`config.mk`:
```
export PLATFORM = sky130hd
export DESIGN_NAME = led_scan_mux
export DESIGN_NICKNAME = d
export VERILOG_FILES = /design/src/rtl/led_scan_mux.sv
export SDC_FILE = /design/constraint.sdc
export NUM_CORES = 1
export LEC_CHECK = 0
export ABC_AREA = 1
export BUFFER_PORTS_ARGS = -buffer_cell sky130_fd_sc_hd__buf_4
export CORE_ASPECT_RATIO = 0.9
export CORE_MARGIN = 5
export CORE_UTILIZATION = 60
export CTS_CLUSTER_SIZE = 40
export DETAILED_ROUTE_END_ITERATION = 7
export GPL_TIMING_DRIVEN = 0
export PLACE_DENSITY = 0.8
export SLEW_MARGIN = 0
export SYNTH_ARGS = -nofsm -noshare
export SYNTH_HDL_FRONTEND = slang
export SYNTH_SLANG_ARGS = --single-unit
```
`constraint.sdc`:
```
create_clock -name clk -period 2.56 [get_ports clk]
set_input_delay 0.384 -clock clk [delete_from_list [all_inputs] [get_ports clk]]
set_output_delay 0.384 -clock clk [all_outputs]
set_load 0.005 [all_outputs]
```
`src/rtl/led_scan_mux.sv`:
```
// led_scan_mux: multiplexed LED / 7-segment scan driver.
// Walks NUM_COM common lines, one slot of SCAN_INTERVAL clocks each. Every
// slot opens with BLANK_CYCLES dark clocks so that the segment pattern of the
// previous common never bleeds into the next one (ghosting). Segment data is
// captured once per frame into a shadow register, so a frame never mixes old
// and new data. Drive windows are PWM-gated by `brightness`.
module led_scan_mux #(
  parameter int NUM_COM        = 4,
  parameter int SEG_WIDTH      = 8,
  parameter int SCAN_INTERVAL  = 100_000,
  parameter int BLANK_CYCLES   = 16,
  parameter int BRIGHT_BITS    = 4,
  parameter int COM_ACTIVE_LOW = 0,
  parameter int SEG_ACTIVE_LOW = 0
) (
  input  logic                           clk,
  input  logic                           rst_n,
  input  logic                           enable,
  input  logic [NUM_COM*SEG_WIDTH-1:0]   leds,
  input  logic [BRIGHT_BITS-1:0]         brightness,
  output logic [SEG_WIDTH-1:0]           led_bit,
  output logic [NUM_COM-1:0]             led_com,
  output logic                           frame_start
);

  localparam int SLOT_W = (SCAN_INTERVAL > 1) ? $clog2(SCAN_INTERVAL) : 1;
  localparam int IDX_W  = (NUM_COM > 1) ? $clog2(NUM_COM) : 1;

  localparam logic [SLOT_W-1:0] SLOT_LAST   = SLOT_W'(SCAN_INTERVAL - 1);
  localparam logic [SLOT_W-1:0] BLANK_START = SLOT_W'(BLANK_CYCLES);
  localparam logic [IDX_W-1:0]  IDX_LAST    = IDX_W'(NUM_COM - 1);

  // Inactive ("off") levels; XOR-ing an active-high pattern with these
  // yields the pin polarity.
  localparam logic                 COM_POL = (COM_ACTIVE_LOW != 0);
  localparam logic                 SEG_POL = (SEG_ACTIVE_LOW != 0);
  localparam logic [NUM_COM-1:0]   COM_OFF = {NUM_COM{COM_POL}};
  localparam logic [SEG_WIDTH-1:0] SEG_OFF = {SEG_WIDTH{SEG_POL}};

  // State
  logic [SLOT_W-1:0]            slot_cnt_q,    slot_cnt_d;
  logic [IDX_W-1:0]             scan_idx_q,    scan_idx_d;
  logic [BRIGHT_BITS-1:0]       pwm_cnt_q,     pwm_cnt_d;
  logic [NUM_COM*SEG_WIDTH-1:0] shadow_q,      shadow_d;
  logic [SEG_WIDTH-1:0]         led_bit_q,     led_bit_d;
  logic [NUM_COM-1:0]           led_com_q,     led_com_d;
  logic                         frame_start_q, frame_start_d;

  // Decoded helpers
  logic                         drive_on;
  logic                         pwm_on;
  logic [NUM_COM-1:0]           com_onehot;
  logic [SEG_WIDTH-1:0]         seg_slice;

  // Slot / scan / PWM counters; enable=0 parks them all at zero.
  always_comb begin
    // NOTE: every always_comb output gets a default first, so no path can
    // leave it unassigned and infer a latch.
    slot_cnt_d = slot_cnt_q;
    scan_idx_d = scan_idx_q;
    pwm_cnt_d  = pwm_cnt_q;
    if (!enable) begin
      slot_cnt_d = '0;
      scan_idx_d = '0;
      pwm_cnt_d  = '0;
    end else begin
      pwm_cnt_d = pwm_cnt_q + 1'b1;
      if (slot_cnt_q == SLOT_LAST) begin
        slot_cnt_d = '0;
        // Explicit wrap so non-power-of-2 common counts never overrun.
        scan_idx_d = (scan_idx_q == IDX_LAST) ? '0 : scan_idx_q + 1'b1;
      end else begin
        slot_cnt_d = slot_cnt_q + 1'b1;
      end
    end
  end

  // Frame-synchronous shadow load: the only point where new data enters.
  always_comb begin
    frame_start_d = enable && (slot_cnt_q == '0) && (scan_idx_q == '0);
    shadow_d      = frame_start_d ? leds : shadow_q;
  end

  // Drive decision and output patterns for the current slot.
  always_comb begin
    pwm_on   = (&brightness) || (pwm_cnt_q < brightness);
    drive_on = enable && (slot_cnt_q >= BLANK_START) && pwm_on;

    com_onehot = '0;
    for (int k = 0; k < NUM_COM; k++) begin
      com_onehot[k] = (scan_idx_q == IDX_W'(k));
    end
    seg_slice = shadow_q[int'(scan_idx_q)*SEG_WIDTH +: SEG_WIDTH];

    led_com_d = drive_on ? (com_onehot ^ COM_OFF) : COM_OFF;
    led_bit_d = drive_on ? (seg_slice ^ SEG_OFF) : SEG_OFF;
  end

  // State registers; reset drives the pins to their inactive level at once.
  always_ff @(posedge clk or negedge rst_n) begin
    // NOTE: sequential state uses non-blocking assignments so every flop
    // samples the pre-edge value regardless of statement order.
    if (!rst_n) begin
      slot_cnt_q    <= '0;
      scan_idx_q    <= '0;
      pwm_cnt_q     <= '0;
      // NOTE: the shadow store is reset on purpose so a freshly reset board
      // can never flash stale data; it is small enough to live in flops.
      shadow_q      <= '0;
      led_bit_q     <= SEG_OFF;
      led_com_q     <= COM_OFF;
      frame_start_q <= 1'b0;
    end else begin
      slot_cnt_q    <= slot_cnt_d;
      scan_idx_q    <= scan_idx_d;
      pwm_cnt_q     <= pwm_cnt_d;
      shadow_q      <= shadow_d;
      led_bit_q     <= led_bit_d;
      led_com_q     <= led_com_d;
      frame_start_q <= frame_start_d;
    end
  end

  assign led_bit     = led_bit_q;
  assign led_com     = led_com_q;
  assign frame_start = frame_start_q;

endmodule
```
==> results of run 1 <==
cell usage in the layout (no fill, tap or decap), drive strengths merged:
| cell type | n |
|---|---|
| nor3 | 5 |
| clkbuf | 13 |
| o22ai | 8 |
| ha | 10 |
| buf | 62 |
| o21ai | 22 |
| nor2 | 71 |
| nand3b | 1 |
| nand2 | 135 |
| o21bai | 1 |
| bufinv | 3 |
| xnor2 | 2 |
| a31oi | 1 |
| xor2 | 7 |
| a21oi | 4 |
| nand4 | 5 |
| nand3 | 10 |
| inv | 38 |
| dfrtp | 68 |
| clkinv | 3 |
path summary, 6_finish.rpt:
kind	start	endpoint	depth (start not counted)
min in group clk	leds[8]	shadow_q[8]	3
min	rst_n	slot_cnt_q[11]	1
max in group asynchronous	rst_n	shadow_q[15]	1
max	scan_idx_q[0]	shadow_q[25]	11
min reg2reg	shadow_q[0]	shadow_q[0]	2
max reg2reg	scan_idx_q[0]	shadow_q[25]	11
final cells by class:
| type | instances | area, sq um |
|---|---|---|
| Sequential cell | 68 | 1700 |
| Multi-Input combinational cell | 282 | 1310 |
| Fill cell | 391 | 1300 |
| Timing Repair Buffer | 51 | 383 |
| Clock buffer | 12 | 155 |
| Inverter | 40 | 151 |
| Clock inverter | 4 | 95.1 |
| Tap cell | 67 | 83.8 |
| Buffer | 12 | 77.6 |
registers in the layout, indices dropped and copies added, names as in the netlist:
| signal | cells |
|---|---|
| frame_start | 1 |
| led_bit | 8 |
| led_com | 4 |
| pwm_cnt_q | 4 |
| scan_idx_q | 2 |
| shadow_q | 32 |
| slot_cnt_q | 17 |
logic make-up (layout without fill, tap and decap cells):
family	after synthesis	in the layout	share of synthesized area
buf+inv	52	119	0.0706
simple gates	227	227	0.281
compound gates	36	36	0.0610
flops	68	68	0.525
xor+xnor	9	9	0.0243
fa+ha+maj	10	10	0.0386
power by group:
| group | internal (mW) | switching (mW) | total (mW) |
|---|---|---|---|
| combinational | 0.137 | 0.175 | 0.312 |
| sequential | 1.20 | 0.0865 | 1.28 |
| clock | 0.699 | 0.397 | 1.10 |
critical path, cell delays in order, from the launching register on:
cell	delay, ns
sky130_fd_sc_hd__dfrtp_1	0.40
sky130_fd_sc_hd__buf_2	0.18
sky130_fd_sc_hd__inv_1	0.17
sky130_fd_sc_hd__buf_2	0.27
sky130_fd_sc_hd__ha_1	0.18
sky130_fd_sc_hd__inv_1	0.07
sky130_fd_sc_hd__nor3_2	0.20
sky130_fd_sc_hd__nand3_2	0.17
sky130_fd_sc_hd__clkinv_2	0.16
sky130_fd_sc_hd__buf_6	0.16
sky130_fd_sc_hd__nand2_1	0.07
sky130_fd_sc_hd__nand2_1	0.07
per-layer routing:
layer / routed length [um] / global-route usage
met5: 0 / 0
met4: 111 / 0.0920
met3: 496 / 0.0650
met2: 3120 / 0.332
met1: 3430 / 0.323
==> flow_summary.yaml, run 1 <==
run_status:
  run_status: "completed"
logic_synthesis:
  yosysTopAreaCell: "sky130_fd_sc_hd__dfrtp_1"
  synth-main-ff-cell: "sky130_fd_sc_hd__dfrtp_1"
  mappedNetlistNets: 451
  proportion_of_synthesized_flip_flops_having_asynchronous_set_or_reset: 1.00
  synth_top_cells_by_count: "sky130_fd_sc_hd__nand2_1, sky130_fd_sc_hd__dfrtp_1, sky130_fd_sc_hd__nor2_1, sky130_fd_sc_hd__inv_1, sky130_fd_sc_hd__o21ai_0"
  yosys_register_bits: 68
  syn_inst_count: 402
  synthDistinctLibCells: 27
  synth-seq-area-share: 0.525
  number_of_enable_type_register_cells_in_the_synthesized_netlist: 0
  yosys_warnings: 0
  yosysMostFrequentCell: "sky130_fd_sc_hd__nand2_1"
  post_synth_main_area_contributors: "sky130_fd_sc_hd__dfrtp_1, sky130_fd_sc_hd__nand2_1, sky130_fd_sc_hd__nor2_1"
  netlist_area_sq_um: 3240
  synth_top_area_share: 0.525
  avgSynthCellArea_sq_um: 8.06
cts:
  postCtsResizedCells: 0
  cts_root_buffer: "sky130_fd_sc_hd__clkbuf_8"
  worstSkewPairLatency_ns: 0.35
  post_cts.repair.setup_buffers: 0
  cts-buffers-inserted: 9
  cts.sinks: 68
  clock_input_transition_at_the_sequential_cells_of_the_worst_setup_and_hold_paths_ns: 0.07
  cts_hold_repair.buffers: 0
  h-tree-depth: 3
  tritoncts_clock_tree: "built"
  ctsLongestPathBuffers: 2
timing:
  skew_ns: 0.00420
  rsz0062_at_grt: "false"
  maxSlewViolCount: 0
  hold-worst-slack_ns: 0.133
  setup_viol: 0
  fin_setup_tns_ns: 0
  final_period_minus_worst_setup_slack_ns: 2.16
  fin_ws_ns: 0.401
  slew_headroom: 0.446
  max_slew.worst_pin.slew_ns: 0.831
  finalHoldViolCount: 0
  max_clock_freq_ghz: 0.463
  fin_crit_sh: 0.843
place:
  port-buffer-count: 51
  post_place_setup_slack_ns: 0.474
  placed_cell_area_sq_um: 3710
  place_hpwl_um: 5140
  place.gp.congestion: 0.897
  placed_cells_incl_taps: 520
final_layout:
  layout-area-overhead-vs-synth_pct: 22.1
  post-route-cell-area_sq_um: 3960
  post-route-util: 0.753
  fin_nets: 513
  layout_cells_excl_fill: 536
  final_layout_size_suffix_gt1_frac: 0.186
  antenna_cells: 0
setup_path:
  critical_path.max_fanout: 11
  setup.worst_path.end_class: "flop"
  cp.required_ns: 2.85
  ws_path_type: "reg -> reg"
  worst_endpoint_data_arrival_time_ns: 2.45
  reg2reg_slack_ns: 0.40
  critical_path.startpoint_type: "flop"
global_route:
  grt_max_degree: 69
  grt_antenna_before_repair: 0
  grtUsageTotal: 0.229
  vias_in_the_first_global_route: 2619
  overflow: 0
  grt_first_pass_wirelength_um: 12100
detailed_routing:
  wire_per_inst_um: 13.3
  route.detailed.vias_per_inst: 5.01
  drt-initial-drc-count: 211
  drt-total-wl_um: 7160
  drc: 0
  drt_first_pass_iters: 5
  detail_route_antenna_nets: 0
  num_vias: 2684
power:
  total_leakage_power_nw: 2.10
  maximum_vdd_drop_mv: 0.649
  total_power_mw: 2.69
  cell_pwr_density_nw_per_um2: 680
floorplan:
  dieArea_sq_um: 6980
  initial_utilization: 0.617
  chipWidth_um: 87.5
  die_y_um: 79.7
  rows: 25
  core-area_sq_um: 5260
  floorplan.io_pins: 52
flow_run:
  cap_violations: 0
worst_hold_path:
  hold_crit_class: "in -> async"
(Power assumes the default switching activity.)
==> run 2, diff against run 1 <==
--- a/config.mk
+++ b/config.mk
@@ -9,11 +9,11 @@
 export BUFFER_PORTS_ARGS = -buffer_cell sky130_fd_sc_hd__buf_4
 export CORE_ASPECT_RATIO = 0.9
 export CORE_MARGIN = 5
-export CORE_UTILIZATION = 60
+export CORE_UTILIZATION = 56
 export CTS_CLUSTER_SIZE = 40
 export DETAILED_ROUTE_END_ITERATION = 7
 export GPL_TIMING_DRIVEN = 0
-export PLACE_DENSITY = 0.8
+export PLACE_DENSITY = 0.75
 export SLEW_MARGIN = 0
 export SYNTH_ARGS = -nofsm -noshare
 export SYNTH_HDL_FRONTEND = slang
==> constraint.sdc (replaced) <==
create_clock -name clk -period 2 [get_ports clk]
set_input_delay 0.3 -clock clk [delete_from_list [all_inputs] [get_ports clk]]
set_output_delay 0.3 -clock clk [all_outputs]
set_load 0.005 [all_outputs]
==> flow_summary.yaml, run 2 (synthesis results as in run 1) <==
final_layout:
  largest_reg_flops: 32
  registers.top_by_ff_count: "shadow_q"
  antenna_cells: 0
  layout_commonest_cell: "sky130_fd_sc_hd__nand2_1"
  layout-area-overhead-vs-synth_pct: 22.2
  final_layout_size_suffix_gt1_frac: 0.196
  post-route-util: 0.700
  post-route-cell-area_sq_um: 3960
  fin_nets: 514
  layout.cells.most_common_list: "sky130_fd_sc_hd__nand2_1, sky130_fd_sc_hd__nor2_1, sky130_fd_sc_hd__dfrtp_1"
cts:
  cts.sinks: 68
  clock_input_transition_at_the_sequential_cells_of_the_worst_setup_and_hold_paths_ns: 0.08
  cts-buffers-inserted: 9
  tritoncts_clock_tree: "built"
  cts_hold_repair.buffers: 0
  worstSkewPairLatency_ns: 0.34
  ctsLongestPathBuffers: 2
  h-tree-depth: 3
  cts_root_buffer: "sky130_fd_sc_hd__clkbuf_8"
detailed_routing:
  drt_first_pass_iters: 4
  route.detailed.vias_per_inst: 5.03
  num_vias: 2717
  wire_per_inst_um: 13.1
  detail_route_antenna_nets: 0
  drt-initial-drc-count: 164
  drt-total-wl_um: 7050
  drc: 0
power:
  internal_power_mw: 2.42
  combinationalPowerShare: 0.121
  swShare: 0.265
  p_switching_uw: 873
  maximum_vdd_drop_mv: 0.597
  total_leakage_power_nw: 2.09
  cell_pwr_density_nw_per_um2: 831
  total_power_mw: 3.29
  power_frac_clock: 0.382
  pwr-share-seq: 0.497
timing:
  fin_ws_ns: 0.176
  fin_crit_sh: 0.912
  finalHoldViolCount: 0
  setup_viol: 0
  final_period_minus_worst_setup_slack_ns: 1.82
  max_clock_freq_ghz: 0.548
  max_slew.worst_pin.slew_ns: 0.823
  fin_setup_tns_ns: 0
  skew_ns: 0.00780
  maxSlewViolCount: 0
  slew_headroom: 0.451
global_route:
  grt_max_degree: 69
  vias_in_the_first_global_route: 2680
  overflow: 0
  grt_first_pass_wirelength_um: 12000
  grtUsageTotal: 0.205
  grt_antenna_before_repair: 0
setup_path:
  critPathSlowestCell: "sky130_fd_sc_hd__dfrtp_1"
  path_buf_inv: 5
  worst_endpoint_data_arrival_time_ns: 2.06
  critical_path.max_fanout: 11
  crit_path_leading_delay_family: "buffers and inverters"
  cp.required_ns: 2.24
  critical_path.startpoint_type: "flop"
  critical_path.cell_chain: "buf_4 -> inv_4 -> buf_6 -> ha_1 -> inv_1 -> nor3_2 -> nand3_2 -> buf_2 -> nand2_1 -> nand2_1"
  ws_path_type: "reg -> reg"
  stage_delay_of_the_slowest_cell_on_the_critical_path_ns: 0.40
  reg2reg_slack_ns: 0.18
  path_common_cell: "sky130_fd_sc_hd__nand2_1"
  setup.worst_path.end_class: "flop"
floorplan:
  rows: 26
  core-area_sq_um: 5660
  chipWidth_um: 90.2
  die_y_um: 82.2
  initial_utilization: 0.573
  floorplan.io_pins: 52
  dieArea_sq_um: 7410
worst_hold_path:
  hold_crit_class: "in -> async"
place:
  placed_cell_area_sq_um: 3710
  post_place_setup_slack_ns: -0.0574
  place_hpwl_um: 5130
  port-buffer-count: 51
  place.gp.congestion: 0.913
flow_run:
  cap_violations: 0
run_status:
  run_status: "completed"
-- run 2: metal layers --
| layer | up-vias | track usage | wire length (um) |
|---|---|---|---|
| li1 | 1374 | - | - |
| met1 | 1264 | 0.290 | 3580 |
| met2 | 67 | 0.311 | 3000 |
| met3 | 12 | 0.0435 | 355 |
| met4 | 0 | 0.0833 | 110 |
| met5 | - | 0 | 0 |
-- run 2: metrics by stage --
step	hold slack (ns)	cells
4_1_cts	0.0777	539
5_1_grt	0.132	540
3_3_place_gp	0.454	523
6_report	0.0462	540
3_5_place_dp	0.457	523
2_1_floorplan	0.00441	402
-- run 2: power by group through the flow --
stage	Clock [mW]	Combinational, mW	Sequential [mW]
after floorplan	0	0.252	1.62
after global placement	0	0.384	1.66
after detailed placement	0	0.400	1.66
after CTS	1.28	0.404	1.63
after global routing	1.35	0.466	1.65
final	1.26	0.397	1.63
-- run 2: final timing paths --
kind,to,from,depth (start not counted)
setup / recovery,shadow_q[21],scan_idx_q[0],10
hold / removal,slot_cnt_q[12],rst_n,1
setup reg to reg,shadow_q[21],scan_idx_q[0],10
hold reg to reg,shadow_q[17],shadow_q[17],2
max in group asynchronous,scan_idx_q[1],rst_n,1
min in group clk,shadow_q[10],leds[10],3
-- run 2: timing repair --
item	in CTS	in global routing
buffers inserted	0	1
hold endpoints to repair	0	0
gates resized for setup	2	7
endpoints found under the setup margin	30	30
-- run 2: area by class of cell --
cell class | instances | area (sq um)
tap | 70 | 87.6
timing repair buffer | 52 | 390
fill | 474 | 1700
multi-input combinational | 282 | 1310
sequential | 68 | 1700
clock buffer | 9 | 124
inverter | 40 | 159
buffer | 12 | 86.3
clock inverter | 7 | 98.8
